`src/rtl/renderer_pkg.sv`:
```
// Shared renderer types: screen geometry, pixel type and frame reader states.
package renderer_pkg;

  localparam int unsigned H_PIXELS = 640;
  localparam int unsigned V_PIXELS = 480;
  localparam int unsigned PIXEL_W  = 16;

  typedef logic [PIXEL_W-1:0] pixel_t;

  typedef enum logic [1:0] {IDLE, READ, DRAIN, DONE} fr_state_t;

endpackage

```
`src/rtl/sync_fifo_fwft.sv`:
```
// First-word fall-through synchronous FIFO; head_data shows the oldest entry while not empty.
module sync_fifo_fwft
  import renderer_pkg::*;
#(
  parameter int unsigned WIDTH = 18,
  parameter int unsigned DEPTH = 16,
  localparam int unsigned AW = $clog2(DEPTH),
  localparam int unsigned CW = AW + 1
) (
  input  logic             clk,
  input  logic             reset,
  input  logic             push,
  input  logic [WIDTH-1:0] push_data,
  input  logic             pop,
  output logic [WIDTH-1:0] head_data,
  output logic             empty,
  output logic             full,
  output logic [CW-1:0]    count
);

  logic [WIDTH-1:0] mem [DEPTH];
  logic [AW-1:0]    rd_ptr;
  logic [AW-1:0]    wr_ptr;
  logic             do_pop;
  logic             do_push;

  assign empty     = (count == '0);
  assign full      = (count == CW'(DEPTH));
  assign do_pop    = pop && !empty;
  // A push into a full FIFO is accepted when the head leaves on the same edge.
  assign do_push   = push && (!full || do_pop);
  assign head_data = mem[rd_ptr];

  always_ff @(posedge clk) begin
    if (reset) begin
      rd_ptr <= '0;
      wr_ptr <= '0;
      count  <= '0;
    end else begin
      if (do_push) wr_ptr <= wr_ptr + AW'(1);
      if (do_pop)  rd_ptr <= rd_ptr + AW'(1);
      if (do_push && !do_pop)      count <= count + CW'(1);
      else if (!do_push && do_pop) count <= count - CW'(1);
    end
  end

  always_ff @(posedge clk) begin
    if (do_push) mem[wr_ptr] <= push_data;
  end

endmodule

```
`src/rtl/frame_reader.sv`:
```
// Sweeps ReadX/ReadY over one frame per start, issues credit-limited reads to the
// frame buffer and streams the returned pixels out through a small FWFT FIFO.
module frame_reader #(
  parameter int unsigned H_PIXELS     = renderer_pkg::H_PIXELS,
  parameter int unsigned V_PIXELS     = renderer_pkg::V_PIXELS,
  parameter int unsigned PIXEL_W      = renderer_pkg::PIXEL_W,
  parameter int unsigned READ_LATENCY = 2,
  parameter int unsigned FIFO_DEPTH   = 16
) (
  input  logic               Clk,
  input  logic               Reset,
  input  logic               frame_read_start,
  output logic [9:0]         ReadX,
  output logic [9:0]         ReadY,
  output logic               fb_rd_en,
  input  logic [PIXEL_W-1:0] fb_rd_data,
  output logic [PIXEL_W-1:0] pixel_data,
  output logic               pixel_eol,
  output logic               pixel_last,
  output logic               pixel_valid,
  input  logic               pixel_ready,
  output logic               frame_read_done
);

  import renderer_pkg::*;

  localparam int unsigned CW     = $clog2(FIFO_DEPTH) + 1;
  localparam int unsigned FW     = PIXEL_W + 2;
  localparam logic [9:0]  X_LAST = 10'(H_PIXELS - 1);
  localparam logic [9:0]  Y_LAST = 10'(V_PIXELS - 1);

  fr_state_t state;
  fr_state_t state_next;

  logic                    issue_eol;
  logic                    issue_last;
  logic [READ_LATENCY-1:0] pipe_vld;
  logic [READ_LATENCY-1:0] pipe_eol;
  logic [READ_LATENCY-1:0] pipe_last;
  logic [CW-1:0]           in_flight;
  logic [CW-1:0]           fifo_count;
  logic [CW:0]             credit_used;
  logic                    fifo_push;
  logic                    fifo_pop;
  logic                    fifo_empty;
  logic                    fifo_full;
  logic [FW-1:0]           head;

  assign issue_eol   = (ReadX == X_LAST);
  assign issue_last  = issue_eol && (ReadY == Y_LAST);
  // Every outstanding read already owns a FIFO slot, so the FIFO can never overflow.
  assign credit_used = {1'b0, fifo_count} + {1'b0, in_flight};

  always_ff @(posedge Clk) begin
    if (Reset) state <= IDLE;
    else       state <= state_next;
  end

  always_comb begin
    state_next      = state;
    fb_rd_en        = 1'b0;
    frame_read_done = 1'b0;
    case (state)
      IDLE: begin
        if (frame_read_start) state_next = READ;
      end
      READ: begin
        if (credit_used < (CW + 1)'(FIFO_DEPTH)) begin
          fb_rd_en = 1'b1;
          if (issue_last) state_next = DRAIN;
        end
      end
      DRAIN: begin
        if (fifo_pop && head[FW-1]) state_next = DONE;
      end
      DONE: begin
        frame_read_done = 1'b1;
        state_next      = IDLE;
      end
      default: state_next = IDLE;
    endcase
  end

  always_ff @(posedge Clk) begin
    if (Reset || state == DONE) begin
      ReadX <= '0;
      ReadY <= '0;
    end else if (fb_rd_en && !issue_last) begin
      if (issue_eol) begin
        ReadX <= '0;
        ReadY <= ReadY + 10'd1;
      end else begin
        ReadX <= ReadX + 10'd1;
      end
    end
  end

  always_ff @(posedge Clk) begin
    if (Reset) begin
      pipe_vld  <= '0;
      pipe_eol  <= '0;
      pipe_last <= '0;
    end else begin
      pipe_vld[0]  <= fb_rd_en;
      pipe_eol[0]  <= issue_eol;
      pipe_last[0] <= issue_last;
      for (int unsigned i = 1; i < READ_LATENCY; i++) begin
        pipe_vld[i]  <= pipe_vld[i-1];
        pipe_eol[i]  <= pipe_eol[i-1];
        pipe_last[i] <= pipe_last[i-1];
      end
    end
  end

  assign fifo_push = pipe_vld[READ_LATENCY-1];

  always_ff @(posedge Clk) begin
    if (Reset)                       in_flight <= '0;
    else if (fb_rd_en && !fifo_push) in_flight <= in_flight + CW'(1);
    else if (!fb_rd_en && fifo_push) in_flight <= in_flight - CW'(1);
  end

  sync_fifo_fwft #(
    .WIDTH (FW),
    .DEPTH (FIFO_DEPTH)
  ) u_fifo (
    .clk       (Clk),
    .reset     (Reset),
    .push      (fifo_push),
    .push_data ({pipe_last[READ_LATENCY-1], pipe_eol[READ_LATENCY-1], fb_rd_data}),
    .pop       (fifo_pop),
    .head_data (head),
    .empty     (fifo_empty),
    .full      (fifo_full),
    .count     (fifo_count)
  );

  assign pixel_valid = !fifo_empty;
  assign fifo_pop    = pixel_valid && pixel_ready;
  assign pixel_data  = head[PIXEL_W-1:0];
  assign pixel_eol   = head[PIXEL_W];
  assign pixel_last  = head[PIXEL_W+1];

  overflow_guard: assert property (@(posedge Clk) disable iff (Reset)
    fifo_full |-> (!fifo_push || fifo_pop));

endmodule

```
`config.mk`:
```
export PLATFORM = sky130hd
export DESIGN_NAME = frame_reader
export DESIGN_NICKNAME = d
export VERILOG_FILES = /design/src/rtl/renderer_pkg.sv /design/src/rtl/sync_fifo_fwft.sv /design/src/rtl/frame_reader.sv
export SDC_FILE = /design/constraint.sdc
export NUM_CORES = 1
export LEC_CHECK = 0
export CAP_MARGIN = 20
export CORE_MARGIN = 2
export CORE_UTILIZATION = 47
export CTS_CLUSTER_SIZE = 12
export DETAILED_ROUTE_END_ITERATION = 8
export MAX_ROUTING_LAYER = met4
export REMOVE_ABC_BUFFERS = 1
export SKIP_LAST_GASP = 1
export SLEW_MARGIN = 20
export SYNTH_ARGS = -nofsm -noshare
export SYNTH_HDL_FRONTEND = slang
export SYNTH_HIERARCHICAL = 1
export SYNTH_SLANG_ARGS = --single-unit
```
`constraint.sdc`:
```
create_clock -name Clk -period 8.95 [get_ports Clk]
set_input_delay 1.3425 -clock Clk [delete_from_list [all_inputs] [get_ports Clk]]
set_output_delay 1.3425 -clock Clk [all_outputs]
set_load 0.05 [all_outputs]
```
==> flow_summary.yaml <==
power:
  p_leak_uw: 0.00507
  powerDensity_nw_per_um2: 258
  total_power_uw: 4050
  peakVddDrop_mv: 0.161
timing:
  worst_pin_slew_ps: 1080
  rsz0062_at_grt: "false"
  timing.final.hold_violations: 0
  fin_skew_ps: 23.6
  fin_crit_ps: 5080
  finalCritPeriodShare_pct: 56.8
  finalSetupViolations: 0
  relSlewSlack_pct: 28.2
  tns_ps: 0
  slew_viol_final: 0
  fmax_mhz: 197
final_layout:
  drive_above_1_share_pct: 19.9
  stdcell_count: 1236
  antenna_cells: 0
  area_delta_synth_final_pct: 16.9
  filler_cell_count: 2135
  final_nets: 881
cts:
  post_cts_buffers: 0
  cts_buffer_depth: 3
  tritoncts: "yes"
  cts_resized: 0
  clkSlewWorstSetupHoldPaths_ps: 60
  htreeDepth: 2
  root_buffer: "clkbuf_16"
  cts-hold-fix-buffers: 0
  cts_buffers: 37
  clk_latency_ps: 510
  cts_num_sinks: 338
routing:
  drt-initial-drc-count: 603
  via_per_inst: 5.73
  ant_nets: 0
  dr.pass1.iters: 5
  vias: 7087
  avgRoutedWirePerCell_um: 22.9
  drcViolationCount: 0
  wl_um: 28400
setup_path:
  worstPathArrival_ps: 3740
  crit_buf_inv: 2
  timing.rr.start: "u_fifo/count[4]"
  critPathRequiredTime_ps: 7610
  path_class: "reg -> out"
  startpoint_type: "flip-flop"
  crit_chain: "buf_4 -> mux4_2 -> a22oi_1 -> nand2_1 -> clkdlybuf4s50_1"
  cp_slowest_cell: "dfxtp_4"
  cp_top_family: "buffers and inverters"
  max_stage_delay_ps: 790
  crit_fanout: 40
  reg2reg_slack_ps: 5200
  end_kind: "output pin"
placed_design:
  hpwl_um: 15800
  routabilityCongestion: 0.805
  dpl.cell_count: 1175
  portBuffers: 60
global_routing:
  grtUsageTotal_pct: 19.8
  grt_max_degree: 73
  grt_pass1_wl_um: 44000
  grt_pass1_vias: 7390
  antenna_found_initial: 0
  overflow: 0
floorplan:
  rows: 61
  die_h_um: 173
  fp.coreArea_um2: 28000
  die_area_um2: 30000
  start_util_pct: 48.0
  num_io_pins: 61
  die_w_um: 173
yosys:
  yosysWarnings: 6
  syn_area_um2: 13500
  syn_avg_cell_area_um2: 17.8
  netlist_instances: 756
worst_hold_path:
  hold_path.class: "reg -> reg"
  hold_path.startpoint: "pipe_last[0]"
outcome:
  outcome: "finished clean"
job:
  cap_violations: 0
## worst register-to-register path, stage by stage (launching register included)
cell and delay (ps):
dfxtp_1 450, ha_1 270, nor3_1 330, and2_1 210, nand2_1 260, inv_1 310
ha_1 260, inv_1 90, ha_1 300, nor2b_1 150, o21a_1 180, or3_1 300
a21oi_1 170, mux2_2 340
## sequential cells by signal, summed over array words and instances, names as in the netlist, named ones only
name	cells
ReadX	10
ReadY	10
in_flight	5
pipe_eol	2
pipe_last	2
pipe_vld	2
state	2
u_fifo/count	5
u_fifo/mem	288
u_fifo/rd_ptr	4
u_fifo/wr_ptr	4
## layout make-up
cell class | count | area [um^2] | share of cell area, %
Timing Repair Buffer | 78 | 736 | 4.68
Multi-Input combinational cell | 365 | 3660 | 23.2
Sequential cell | 338 | 9650 | 61.4
Clock inverter | 11 | 110 | 0.700
Tap cell | 378 | 473 | 3.01
Inverter | 16 | 60.1 | 0.382
Clock buffer | 50 | 1040 | 6.59
## where the power goes
part | internal, uW | switching, uW | total (uW) | leakage [uW]
Combinational | 352 | 442 | 794 | 0.00150
Clock | 865 | 573 | 1440 | 0.000560
Sequential | 1750 | 73.0 | 1820 | 0.00301
Total | 2970 | 1090 | 4050 | 0.00507
## worst paths after layout
check                                    end  depth (start not counted)
worst max-delay path               pixel_eol                          5
worst min register to register  pipe_last[1]                          1
worst max register to register  in_flight[4]                         13
worst min-delay path            pipe_last[1]                          1
## routing by layer
layer	wire [um]	GRT usage [%]	vias up
met1	11900	25.7	3650
met4	505	4.70	0
met2	14400	33.2	214
met5	0	-	-
met3	1490	3.12	41
li1	-	-	3182
## stage by stage
| step | utilization (%) | hold WS, ps | worst slack, ps | instance area [um^2] |
|---|---|---|---|---|
| 2_1_floorplan | - | 414 | 3400 | 13300 |
| 3_3_place_gp | 52.0 | 425 | 4280 | 14600 |
| 3_5_place_dp | 52.0 | 420 | 4270 | 14600 |
| 4_1_cts | 56.1 | 435 | 3740 | 15700 |
| 5_1_grt | 56.1 | 454 | 3610 | 15700 |
| 6_report | 56.1 | 435 | 3870 | 15700 |
## cells in the final DEF, fill, tap and decap left out, types with 3 or more instances in the layout
master	count
ha_1	23
a22oi_1	36
mux2i_1	4
nor2b_1	9
nor2_2	8
nor3_1	4
nand4_1	5
buf_4	18
mux4_2	72
and3_1	3
o21ai_0	13
xnor2_1	4
nand3_2	4
clkinv_1	5
or4_1	6
xor2_1	8
clkbuf_16	38
or3_1	12
o21a_1	3
dfxtp_1	48
nor2_4	4
a21o_1	3
clkdlybuf4s50_1	60
nand3_1	10
nor2_1	34
nor3_2	4
nand2_1	31
and2_1	3
clkbuf_1	8
edfxtp_1	288
a21oi_1	27
clkbuf_8	4
inv_1	16
o31ai_1	6
(Power assumes the default switching activity.)
